===== config.mk =====
export PLATFORM = sky130hd
export DESIGN_NAME = logicnets_input_framer_flat
export DESIGN_NICKNAME = d
export VERILOG_FILES = /design/src/rtl/logicnets_input_framer_if.sv /design/src/rtl/logicnets_input_framer.sv /design/src/flat_wrapper.sv
export SDC_FILE = /design/constraint.sdc
export NUM_CORES = 1
export LEC_CHECK = 0
export ABC_CLOCK_PERIOD_IN_PS = 4780
export CORE_ASPECT_RATIO = 1.1
export CORE_MARGIN = 2
export CORE_UTILIZATION = 50
export DETAILED_ROUTE_END_ITERATION = 7
export PLACE_DENSITY = 0.75
export SYNTH_ARGS = -nofsm -noshare
export SYNTH_HDL_FRONTEND = slang
export SYNTH_SLANG_ARGS = --single-unit

===== constraint.sdc =====
create_clock -name clk -period 4.78 [get_ports clk]
set_input_delay 1.195 -clock clk [delete_from_list [all_inputs] [get_ports clk]]
set_output_delay 1.195 -clock clk [all_outputs]
set_load 0.02 [all_outputs]

===== src/rtl/logicnets_input_framer_if.sv =====
// Handshake bundle between the I/Q sample source, the input framer and the layer-0 LUT bank.
// The slave view belongs to the framer; the master view belongs to whatever drives and consumes it.
interface logicnets_input_framer_if #(
    parameter int unsigned SAMPLE_W    = 12,
    parameter int unsigned NUM_SAMPLES = 32
);
    localparam int unsigned FEAT_W = 2 * NUM_SAMPLES;

    logic                       s_valid;
    logic                       s_ready;
    logic signed [SAMPLE_W-1:0] s_i;
    logic signed [SAMPLE_W-1:0] s_q;
    logic                       s_last;

    logic                       m_valid;
    logic                       m_ready;
    logic [FEAT_W-1:0]          m_feat;
    logic                       m_err;

    modport slave (
        input  s_valid, s_i, s_q, s_last, m_ready,
        output s_ready, m_valid, m_feat, m_err
    );

    modport master (
        output s_valid, s_i, s_q, s_last, m_ready,
        input  s_ready, m_valid, m_feat, m_err
    );
endinterface


===== src/rtl/logicnets_input_framer.sv =====
// Binarises a window of signed I/Q samples against per-channel thresholds and packs the
// results into one flat feature vector for the layer-0 LogicNets neurons.
module logicnets_input_framer #(
    parameter int unsigned SAMPLE_W    = 12,
    parameter int unsigned NUM_SAMPLES = 32,
    parameter int unsigned DROP_W      = 8
) (
    input  logic                       clk,
    input  logic                       rst_n,
    input  logic signed [SAMPLE_W-1:0] thr_i,
    input  logic signed [SAMPLE_W-1:0] thr_q,
    logicnets_input_framer_if.slave    bus,
    output logic [DROP_W-1:0]          drop_cnt
);
    localparam int unsigned FEAT_W = 2 * NUM_SAMPLES;
    localparam int unsigned CNT_W  = (NUM_SAMPLES > 1) ? $clog2(NUM_SAMPLES) : 1;
    localparam logic [CNT_W-1:0] LAST_CNT = CNT_W'(NUM_SAMPLES - 1);

    typedef enum logic [0:0] {StCollect, StDrain} state_e;

    state_e              state_q, state_d;
    logic [CNT_W-1:0]    cnt_q, cnt_d;
    logic [FEAT_W-1:0]   asm_q, asm_d;
    logic [FEAT_W-1:0]   feat_q, feat_d;
    logic                err_q, err_d;
    logic                valid_q, valid_d;
    logic [DROP_W-1:0]   drop_q, drop_d;

    logic at_last;
    logic s_ready_w;
    logic accept;
    logic i_hit;
    logic q_hit;

    assign at_last   = (cnt_q == LAST_CNT);
    // Only the window-completing beat needs the output slot, so only it can be stalled.
    assign s_ready_w = !((state_q == StCollect) && at_last && valid_q && !bus.m_ready);
    assign accept    = bus.s_valid && s_ready_w;
    assign i_hit     = (bus.s_i >= thr_i);
    assign q_hit     = (bus.s_q >= thr_q);

    always_comb begin
        state_d = state_q;
        cnt_d   = cnt_q;
        asm_d   = asm_q;
        feat_d  = feat_q;
        err_d   = err_q;
        drop_d  = drop_q;
        valid_d = valid_q && !bus.m_ready;

        if (accept) begin
            unique case (state_q)
                StCollect: begin
                    asm_d[{cnt_q, 1'b0}] = i_hit;
                    asm_d[{cnt_q, 1'b1}] = q_hit;
                    if (at_last) begin
                        cnt_d   = '0;
                        valid_d = 1'b1;
                        feat_d  = asm_d;
                        err_d   = !bus.s_last;
                        if (!bus.s_last) begin
                            state_d = StDrain;
                        end
                    end else if (bus.s_last) begin
                        // Short window: stale assembly bits are simply overwritten by the next one.
                        cnt_d = '0;
                        if (drop_q != '1) begin
                            drop_d = drop_q + 1'b1;
                        end
                    end else begin
                        cnt_d = cnt_q + 1'b1;
                    end
                end
                StDrain: begin
                    if (bus.s_last) begin
                        state_d = StCollect;
                        cnt_d   = '0;
                    end
                end
                default: begin
                    state_d = StCollect;
                end
            endcase
        end
    end

    always_ff @(posedge clk or negedge rst_n) begin
        if (!rst_n) begin
            state_q <= StCollect;
            cnt_q   <= '0;
            asm_q   <= '0;
            feat_q  <= '0;
            err_q   <= 1'b0;
            valid_q <= 1'b0;
            drop_q  <= '0;
        end else begin
            state_q <= state_d;
            cnt_q   <= cnt_d;
            asm_q   <= asm_d;
            feat_q  <= feat_d;
            err_q   <= err_d;
            valid_q <= valid_d;
            drop_q  <= drop_d;
        end
    end

    assign bus.s_ready = s_ready_w;
    assign bus.m_valid = valid_q;
    assign bus.m_feat  = feat_q;
    assign bus.m_err   = err_q;
    assign drop_cnt    = drop_q;

endmodule


===== src/flat_wrapper.sv =====
// flat-port wrapper written by rule: the top's interface ports become plain ports
module logicnets_input_framer_flat 
#(
    parameter int unsigned SAMPLE_W    = 12,
    parameter int unsigned NUM_SAMPLES = 32,
    parameter int unsigned DROP_W      = 8
)
  (clk, rst_n, thr_i, thr_q, drop_cnt, bus_s_valid, bus_s_i, bus_s_q, bus_s_last, bus_m_ready, bus_s_ready, bus_m_valid, bus_m_feat, bus_m_err);
  logicnets_input_framer_if #(.SAMPLE_W(SAMPLE_W), .NUM_SAMPLES(NUM_SAMPLES)) bus_i ();
  input  logic clk;
  input  logic rst_n;
  input  logic signed [SAMPLE_W-1:0] thr_i;
  input  logic signed [SAMPLE_W-1:0] thr_q;
  output logic [DROP_W-1:0] drop_cnt;
  input wire logic [$bits(bus_i.s_valid)-1:0] bus_s_valid;
  input wire logic [$bits(bus_i.s_i)-1:0] bus_s_i;
  input wire logic [$bits(bus_i.s_q)-1:0] bus_s_q;
  input wire logic [$bits(bus_i.s_last)-1:0] bus_s_last;
  input wire logic [$bits(bus_i.m_ready)-1:0] bus_m_ready;
  output wire logic [$bits(bus_i.s_ready)-1:0] bus_s_ready;
  output wire logic [$bits(bus_i.m_valid)-1:0] bus_m_valid;
  output wire logic [$bits(bus_i.m_feat)-1:0] bus_m_feat;
  output wire logic [$bits(bus_i.m_err)-1:0] bus_m_err;
  assign bus_i.s_valid = bus_s_valid;
  assign bus_i.s_i = bus_s_i;
  assign bus_i.s_q = bus_s_q;
  assign bus_i.s_last = bus_s_last;
  assign bus_i.m_ready = bus_m_ready;
  assign bus_s_ready = bus_i.s_ready;
  assign bus_m_valid = bus_i.m_valid;
  assign bus_m_feat = bus_i.m_feat;
  assign bus_m_err = bus_i.m_err;
  logicnets_input_framer #(.SAMPLE_W(SAMPLE_W), .NUM_SAMPLES(NUM_SAMPLES), .DROP_W(DROP_W)) u_core (.clk(clk), .rst_n(rst_n), .thr_i(thr_i), .thr_q(thr_q), .bus(bus_i), .drop_cnt(drop_cnt));
endmodule

Word-level counts from Yosys, hierarchy flattened
Cells that the tools add are included.
{"block": "op_classes", "n_addsub": 2, "n_mul": 0, "div": 0, "order_cmp": 6, "n_eq_ne": 3, "shifts": 0, "n_mux": 16, "bitwise_logic": 2, "n_reduce_logical": 14}
{"cell": "$bwmux W64", "count": 2}
{"cell": "$ge A12 B12 Y1", "count": 2}
{"cell": "$mux W5", "count": 3}
{"cell": "$lt A6 B7 Y1 const B", "count": 2}
{"cell": "$ge A6 B1 Y1 const B", "count": 2}
{"cell": "$demux W1 S5", "count": 2}
{"cell": "$pmux W5 S2", "count": 1}
{"cell": "$add A8 B1 Y8 const B", "count": 1}
{"cell": "$ne A8 B8 Y1 const B", "count": 1}
{"cell": "$logic_and A1 B1 Y1", "count": 7}
{"cell": "$mux W1", "count": 7}
{"cell": "$add A5 B1 Y5 const B", "count": 1}
{"cell": "$eq A5 B5 Y1 const B", "count": 1}
{"cell": "$reduce_and A5 Y1", "count": 1}
{"cell": "$reduce_and A2 Y1", "count": 2}
{"cell": "$logic_not A1 Y1", "count": 3}
{"cell": "$reduce_and A3 Y1", "count": 1}
{"cell": "$ne A2 B2 Y1 const B", "count": 1}
{"cell": "$not A1 Y1", "count": 2}
{"cell": "$pmux W1 S2", "count": 1}
{"block": "totals", "register_bits": 144, "latch_bits": 0, "ramBits": 0, "mem_bits_ro": 0, "in_bits": 53, "output_inout_bits": 75, "word_cells": 50, "n_memories": 0}

Logic depth before layout (Yosys ltp)
Gate-level depths: netlist of the first run.
{"block": "depth", "ltp_word": 7, "depth_mapped": 11}

Least setup slack after synthesis of the first run
OpenSTA, ideal clock, no wires.
{"block": "synth_path", "kind": "in2out", "from": "in bus_m_ready", "to": "out bus_s_ready", "arrival_ns": 1.726, "required_ns": 3.585, "setup_slack_ns": 1.859, "cell_stages": 2, "path_buffers": 0, "path_cell_list": "nand3b_1 > or2_2"}
{"block": "synth_via", "elab_chain_cells": 3}
{"item": "start, declared", "line_no": "flat_wrapper.sv:19", "source": "input wire logic [$bits(bus_i.m_ready)-1:0] bus_m_ready;"}
{"item": "$logic_not A1 Y1", "line_no": "logicnets_input_framer.sv:37", "source": "assign s_ready_w = !((state_q == StCollect) && at_last && valid_q && !bus.m_ready);"}
{"item": "$logic_and A1 B1 Y1", "line_no": "logicnets_input_framer.sv:37"}
{"item": "$logic_not A1 Y1", "line_no": "logicnets_input_framer.sv:37"}
{"item": "end, declared", "line_no": "flat_wrapper.sv:20", "source": "output wire logic [$bits(bus_i.s_ready)-1:0] bus_s_ready;"}
No other way between the ends.

Worst setup path in the final report of the first run
{"block": "layout_path", "from": "reg u_core.cnt_q[0]", "to": "out bus_s_ready"}
{"block": "layout_via", "elab_chain_cells": 5}
{"item": "start, declared", "line_no": "logicnets_input_framer.sv:22", "source": "logic [CNT_W-1:0] cnt_q, cnt_d;"}
{"item": "start signal, assigned", "line_no": "logicnets_input_framer.sv:98", "source": "cnt_q <= cnt_d;"}
{"item": "$eq A5 B5 Y1", "line_no": "logicnets_input_framer.sv:35", "source": "assign at_last = (cnt_q == LAST_CNT);"}
{"item": "$logic_and A1 B1 Y1 (3 in a row)", "line_no": "logicnets_input_framer.sv:37"}
{"item": "$logic_not A1 Y1", "line_no": "logicnets_input_framer.sv:37"}
No other way between the ends.

==> results by group, run 1 <==
Setup path
  • Cell breakdown of the critical path: ha_1 -> and3_1 -> ha_1 -> nand3b_1 -> or2_2 -> clkdlybuf4s50_1
  • Crit Reg-Reg Endpoint: u_core.asm_q[44]$_DFFE_PN0P_
  • Worst Setup SP: u_core.cnt_q[0]$_DFFE_PN0P_
  • Most frequent CP cell: ha_1
  • CP Capture Point: bus_s_ready
  • Largest incremental delay on the critical path: 560 ps
  • CP Class: flop to output pin
  • Worst Setup Start Kind: flop
  • Data required, critical path: 3590 ps
  • Reg2reg path depth: 8
  • FF-to-FF setup slack: 1890 ps
  • Worst Path Arrival: 2810 ps
  • Reg-to-Reg Start: u_core.cnt_q[0]$_DFFE_PN0P_
  • CP Capture Type: output pin
  • Worst-path maximum fanout: 10
  • CP max stage cell: clkdlybuf4s50_1

Logic synthesis
  • Top post-synthesis cells by area: dfrtp_1 (51%), o21ai_0 (6.6%), nand2_1 (5.9%), ha_1 (5.3%), mux2_2 (5.1%)
  • Most frequent cells after synthesis: dfrtp_1 (144), nand2_1 (110), o21ai_0 (93)
  • Syn_nets: 816
  • Number of synthesized register bits: 144
  • Top-count cell post-synth: dfrtp_1
  • Top cell type's share of synthesized area: 0.512
  • Main synth FF type: dfrtp_1
  • Cells after Synth: 733
  • Synth warn: 0
  • Distinct cells, synth: 47
  • Largest area contributor in the netlist: dfrtp_1
  • Syn avg cell area: 9.60 um^2
  • Sequential area share after synthesis: 0.512
  • Post-Syn Area: 0.00704 mm^2
  • Post-synth EDFFs: 0
  • Post-synth ARST share: 1.00

Global route
  • Vias in the first global route: 5875
  • Antenna violations before repair: 0
  • Total global-route track usage: 0.241
  • First-pass GRT wire length: 28.2 mm
  • Grt total ovfl: 0
  • Largest net degree at the start of global routing: 100

Layout
  • ANT cells: 0
  • Final net count: 930
  • Area added between synthesis and finish: 27.5%
  • Core Util, Final: 0.651
  • Non-filler cells, final: 1046
  • Layout cell share with drive strength beyond 1: 0.0886
  • Design Area, Final: 0.00897 mm^2
  • Fill count: 1135

Floorplanning
  • Die Wd: 117 um
  • Total Die Area: 0.0150 mm^2
  • Row cnt: 45
  • CORE AREA: 0.0138 mm^2
  • Die Ht: 128 um
  • Starting Density: 0.510
  • IO Pins: 128

Status
  • Status: finished clean

Power and ir drop
  • Pwr/cell area: 335 mW/mm^2
  • Max VDD drop: 231 uV
  • Leakage: 3.95 nW

Route
  • DR vias: 5839
  • Initial drt markers: 426
  • DR DRC count: 0
  • Wirelength, routed: 17.1 mm
  • WL per Instance: 16.3 um
  • Vias/cell: 5.58
  • DR pass1 iterations: 5
  • ANT nets after route: 0

Timing
  • Max_slew headroom: 0.353
  • RSZ-0062 raised after global routing: false
  • Setup_tns: 0 ps
  • Final hold violation count: 0
  • Setup WS post-layout: 771 ps
  • Slew Limit Fails: 0
  • Slew @ Worst Pin: 970 ps
  • Final Skew: 6.73 ps
  • Setup violators final: 0
  • Min cycle time layout: 4010 ps
  • Tcrit/Tclk final: 0.839
  • Highest Clock Rate: 0.249 GHz

Placement
  • DP Area: 0.00841 mm^2
  • RD Place Congestion: 0.833
  • IO Port Bufs: 127
  • Hpwl dp: 11.2 mm
  • Placed Cells incl. Taps: 1016
  • Setup WS pre-CTS: 888 ps

Clock network
  • Clk slew on worst S/H paths: 50 ps
  • Max clock buf depth: 2
  • Clock Sinks: 144
  • H-tree Lvls: 4
  • Clk_lat worst skew: 420 ps
  • Root Buffer: clkbuf_16
  • Post-CTS setup buffers: 0
  • Total CTS buffers: 17
  • Post-cts resize count: 0
  • CTS Hold Bufs: 0
  • CTS tree: built

Hold path
  • Worst Hold Class: flop to flop

Run
  • Max-cap violations: 0
==> registers in the layout, indices dropped and copies added, names as in the netlist <==
signal and flops:
u_core.cnt_q 5, u_core.bus.m_feat 64, u_core.bus.m_valid 1, u_core.state_q 1, u_core.asm_q 64, u_core.bus.m_err 1
u_core.drop_cnt 8
==> layer usage <==
layer	GRT usage	wire length (um)
met1	0.314	7170
met2	0.393	8460
met3	0.0551	1080
met4	0.0907	376
met5	0	0
==> worst max-delay path: cells and delay by family (launching register included) <==
family	cells	cell delay, ps
flops	1	430
fa+ha+maj	2	690
simple gates	3	720
buf+inv	1	560
==> where the power goes <==
group          internal (W)  switching (W)  total [W]
clock              0.000777       0.000473    0.00125
combinational      0.000174       0.000207   0.000381
sequential          0.00131      0.0000662    0.00137
total               0.00226       0.000746    0.00300
==> through the flow <==
step                      hold WS [ps]  power [W]
after floorplan                    442    0.00160
after global placement             454    0.00175
after detailed placement           462    0.00178
after CTS                          475    0.00303
after global routing               500    0.00313
final                              476    0.00300
==> final cells by class <==
class	count	area, um^2	area share
Sequential cell	144	3600	0.402
Multi-Input combinational cell	521	3140	0.350
Timing Repair Buffer	134	1330	0.148
Clock buffer	25	505	0.0563
Tap cell	188	235	0.0262
Inverter	29	109	0.0121
Clock inverter	5	53.8	0.00600
==> layout by cell type (no fill, tap or decap), drive strengths merged, types with 2 or more instances in the layout <==
master and instances:
nor3 4, nor2 36, dfrtp 144, nand2b 7, nand3 14, a211oi 3
nor3b 29, clkinv 4, o211ai 2, nand4 7, o21ai 100, a31oi 3
o31ai 4, ha 30, or3 32, buf 8, a21oi 70, inv 29
a21o 4, and2 2, and4 2, xor2 3, clkbuf 25, or2 2
xnor2 4, clkdlybuf4s50 126, mux2 32, nand2 110, nor2b 4, and3 7
==> worst min path at each step <==
stage / from / to / slack (ps) / cells past startpoint
2_1_floorplan: u_core.asm_q[31]$_DFFE_PN0P_ / u_core.asm_q[31]$_DFFE_PN0P_ / 440 / 2
3_3_place_gp: u_core.asm_q[57]$_DFFE_PN0P_ / u_core.asm_q[57]$_DFFE_PN0P_ / 450 / 2
3_5_place_dp: u_core.asm_q[15]$_DFFE_PN0P_ / u_core.asm_q[15]$_DFFE_PN0P_ / 460 / 2
4_1_cts: u_core.asm_q[15]$_DFFE_PN0P_ / u_core.asm_q[15]$_DFFE_PN0P_ / 470 / 2
5_1_grt: u_core.asm_q[41]$_DFFE_PN0P_ / u_core.asm_q[41]$_DFFE_PN0P_ / 500 / 2
6_report: u_core.asm_q[15]$_DFFE_PN0P_ / u_core.asm_q[15]$_DFFE_PN0P_ / 480 / 2
==> cells by family (layout without fill, tap and decap cells) <==
group / count (synthesis) / after routing / share of synthesized area
buffers and inverters: 68 / 193 / 0.0428
adder cells (fa/ha/maj): 30 / 30 / 0.0533
multiplexers: 33 / 33 / 0.0526
AND/OR/NAND/NOR: 261 / 261 / 0.187
XOR/XNOR: 7 / 7 / 0.00871
AO/OA/AOI/OAI: 190 / 190 / 0.143
flip-flops: 144 / 144 / 0.512
Note: power is estimated with default switching activity, not from simulation.
==> run 2, diff against run 1 <==
ABC_CLOCK_PERIOD_IN_PS = 3200   (was 4780)
CORE_UTILIZATION = 48   (was 50)
clock period = 3.2 ns   (was 4.78 ns; I/O delays follow)
==> run 2 against run 1 <==
Compared with the run above:
- final cell count grew 0.96%
- setup slack lost 660 ps
- cell area grew 2.1%
- critical endpoint unchanged
- power grew 61%
- largest power group is now clock
==> results by group, run 2 (synthesis results as in run 1) <==
Power and ir drop
  • Pwr/cell area: 526 mW/mm^2 (+57%)
  • Max VDD drop: 393 uV (+71%)
  • Leakage: 4.03 nW (+1.9%)
  • Pwr Total: 0.00482 W (+61%)

Global route
  • Vias in the first global route: 6129 (+4.3%)
  • Largest net degree at the start of global routing: 66 (-34%)
  • Total global-route track usage: 0.231 (-0.00924)
  • Grt total ovfl: 0 (unchanged)
  • Antenna violations before repair: 0 (unchanged)
  • First-pass GRT wire length: 28.9 mm (+2.3%)

Timing
  • Slew @ Worst Pin: 588 ps (-381 ps)
  • Min cycle time layout: 3090 ps
  • Setup_tns: 0 ps (unchanged)
  • Final hold violation count: 0 (unchanged)
  • Highest Clock Rate: 0.323 GHz
  • RSZ-0062 raised after global routing: false
  • Max_slew headroom: 0.608 (+0.254)
  • Hold Slack: 366 ps (-110 ps)
  • Slew Limit Fails: 0 (unchanged)
  • Setup violators final: 0 (unchanged)
  • Tcrit/Tclk final: 0.966
  • Final Skew: 5.78 ps (-0.949 ps)

Layout
  • Fill count: 1175 (+3.5%)
  • ANT cells: 0 (unchanged)
  • Most common cell after layout, fill and taps aside: dfrtp_1
  • Area added between synthesis and finish: 30.2%
  • Reg area: 0.00360 mm^2 (unchanged)
  • Commonest cells after routing, fill and taps aside: dfrtp_1 (144), clkdlybuf4s50_1 (125), nand2_1 (110)
  • Final net count: 934 (+0.43%)
  • Layout cell share with drive strength beyond 1: 0.0961 (+0.00749)
  • Non-filler cells, final: 1056 (+0.96%)
  • Footprint of the multi-input gates: 0.00314 mm^2 (unchanged)

Setup path
  • CP Class: flop to output pin
  • CP delay by family, top: simple AND/OR/NAND/NOR gates
  • Largest incremental delay on the critical path: 420 ps (-140 ps)
  • Crit Reg-Reg Endpoint: u_core.asm_q[50]$_DFFE_PN0P_
  • Worst Setup SP: u_core.cnt_q[1]$_DFFE_PN0P_
  • Reg-to-Reg Start: u_core.cnt_q[0]$_DFFE_PN0P_
  • WP depth: 6 (unchanged)
  • Buf/Inv on CP: 1 (unchanged)
  • Cell breakdown of the critical path: ha_1 -> and3_1 -> ha_1 -> nand3b_1 -> or2_2 -> dlygate4sd2_1
  • FF-to-FF setup slack: 630 ps (-1260 ps)
  • Worst Path Arrival: 2290 ps (-520 ps)
  • Worst-path maximum fanout: 6 (-4)
  • Data required, critical path: 2400 ps (-1190 ps)
  • CP max stage cell: dfrtp_1
  • CP Capture Type: output pin
  • Most frequent CP cell: ha_1
  • Reg2reg path depth: 9 (+1)
  • CP Capture Point: bus_s_ready
  • Worst Setup Start Kind: flop

Clock network
  • Post-cts resize count: 1 (+1)
  • CTS tree: built
  • Max clock buf depth: 2 (unchanged)
  • H-tree Lvls: 4 (unchanged)
  • CTS Hold Bufs: 0 (unchanged)
  • Clk_lat worst skew: 410 ps (about the same)
  • Clk slew on worst S/H paths: 60 ps (about the same)
  • Clock Sinks: 144 (unchanged)
  • Post-CTS setup buffers: 0 (unchanged)
  • Total CTS buffers: 17 (unchanged)
  • Root Buffer: clkbuf_16

Floorplanning
  • Starting Density: 0.489 (-0.0211)
  • Total Die Area: 0.0157 mm^2 (+4.0%)
  • CORE AREA: 0.0144 mm^2 (+4.3%)
  • Row cnt: 46 (+2.2%)
  • IO Pins: 128 (unchanged)
  • Die Ht: 131 um (+2.0%)
  • Die Wd: 119 um (+2.0%)

Placement
  • Hpwl dp: 11.6 mm (+2.9%)
  • IO Port Bufs: 127 (unchanged)
  • RD Place Congestion: 0.824 (-1.0%)
  • Placed Cells incl. Taps: 1024 (+0.79%)

Route
  • Initial drt markers: 430 (+0.94%)
  • Wirelength, routed: 17.6 mm (+3.2%)
  • WL per Instance: 16.7 um (+2.3%)
  • DR DRC count: 0 (unchanged)
  • DR pass1 iterations: 5 (unchanged)
  • DR vias: 5911 (+1.2%)
  • Vias/cell: 5.60 (+0.27%)
  • ANT nets after route: 0 (unchanged)

Status
  • Status: finished clean

Run
  • Max-cap violations: 0 (unchanged)

Hold path
  • Worst Hold Class: input port to asynchronous set/reset pin
[run 2: cell count changes in the layout (fill, tap and decap cells not counted), sizes merged]
cell,before,now
bufinv,1,5
buf,8,12
clkdlybuf4s50,126,125
clkbuf,25,20
clkinvlp,0,1
dlygate4sd2,0,1
inv,29,31
[run 2: worst reg2reg max path: cells and delay by family, from the launching register on]
kind,cells,cell delay [ps]
AND/OR/NAND/NOR,4,660
adder cells (fa/ha/maj),2,520
buffers and inverters,2,510
flip-flops,1,430
multiplexers,1,330
[run 2: final cells by class]
| type | instances | area share |
|---|---|---|
| inverter | 29 | 0.0119 |
| multi-input combinational | 521 | 0.343 |
| tap | 192 | 0.0262 |
| clock buffer | 20 | 0.0487 |
| timing repair buffer | 138 | 0.155 |
| sequential | 144 | 0.393 |
| clock inverter | 12 | 0.0225 |
[run 2: stage by stage]
stage | setup WS [ps] | util | cell area, um^2
6_report | 108 | 0.637 | 9160
5_1_grt | 42.7 | 0.637 | 9160
4_1_cts | 112 | 0.637 | 9160
3_5_place_dp | 147 | 0.592 | 8510
3_3_place_gp | 165 | 0.592 | 8510
2_1_floorplan | 847 | - | 7040
[run 2: metal layers]
| layer | routed length (um) | track usage |
|---|---|---|
| met1 | 7130 | 0.268 |
| met3 | 878 | 0.0456 |
| met5 | 0 | 0 |
| met2 | 9210 | 0.425 |
| met4 | 416 | 0.0927 |
[run 2: worst min-delay path by stage]
stage	from	to	slack, ps	depth (start not counted)
floorplan	u_core.asm_q[31]$_DFFE_PN0P_	u_core.asm_q[31]$_DFFE_PN0P_	440	2
global placement	u_core.asm_q[63]$_DFFE_PN0P_	u_core.asm_q[63]$_DFFE_PN0P_	450	2
detailed placement	u_core.asm_q[37]$_DFFE_PN0P_	u_core.asm_q[37]$_DFFE_PN0P_	460	2
CTS	rst_n	u_core.bus.m_feat[53]$_DFFE_PN0P_	380	1
global route	rst_n	u_core.bus.m_feat[52]$_DFFE_PN0P_	400	1
finish	rst_n	u_core.bus.m_feat[52]$_DFFE_PN0P_	370	1
[run 2: where the power goes]
part	switching, W	leakage (nW)	internal [W]
sequential	0.000106	1.98	0.00195
combinational	0.000316	1.74	0.000268
clock	0.000770	0.315	0.00141
total	0.00119	4.03	0.00363
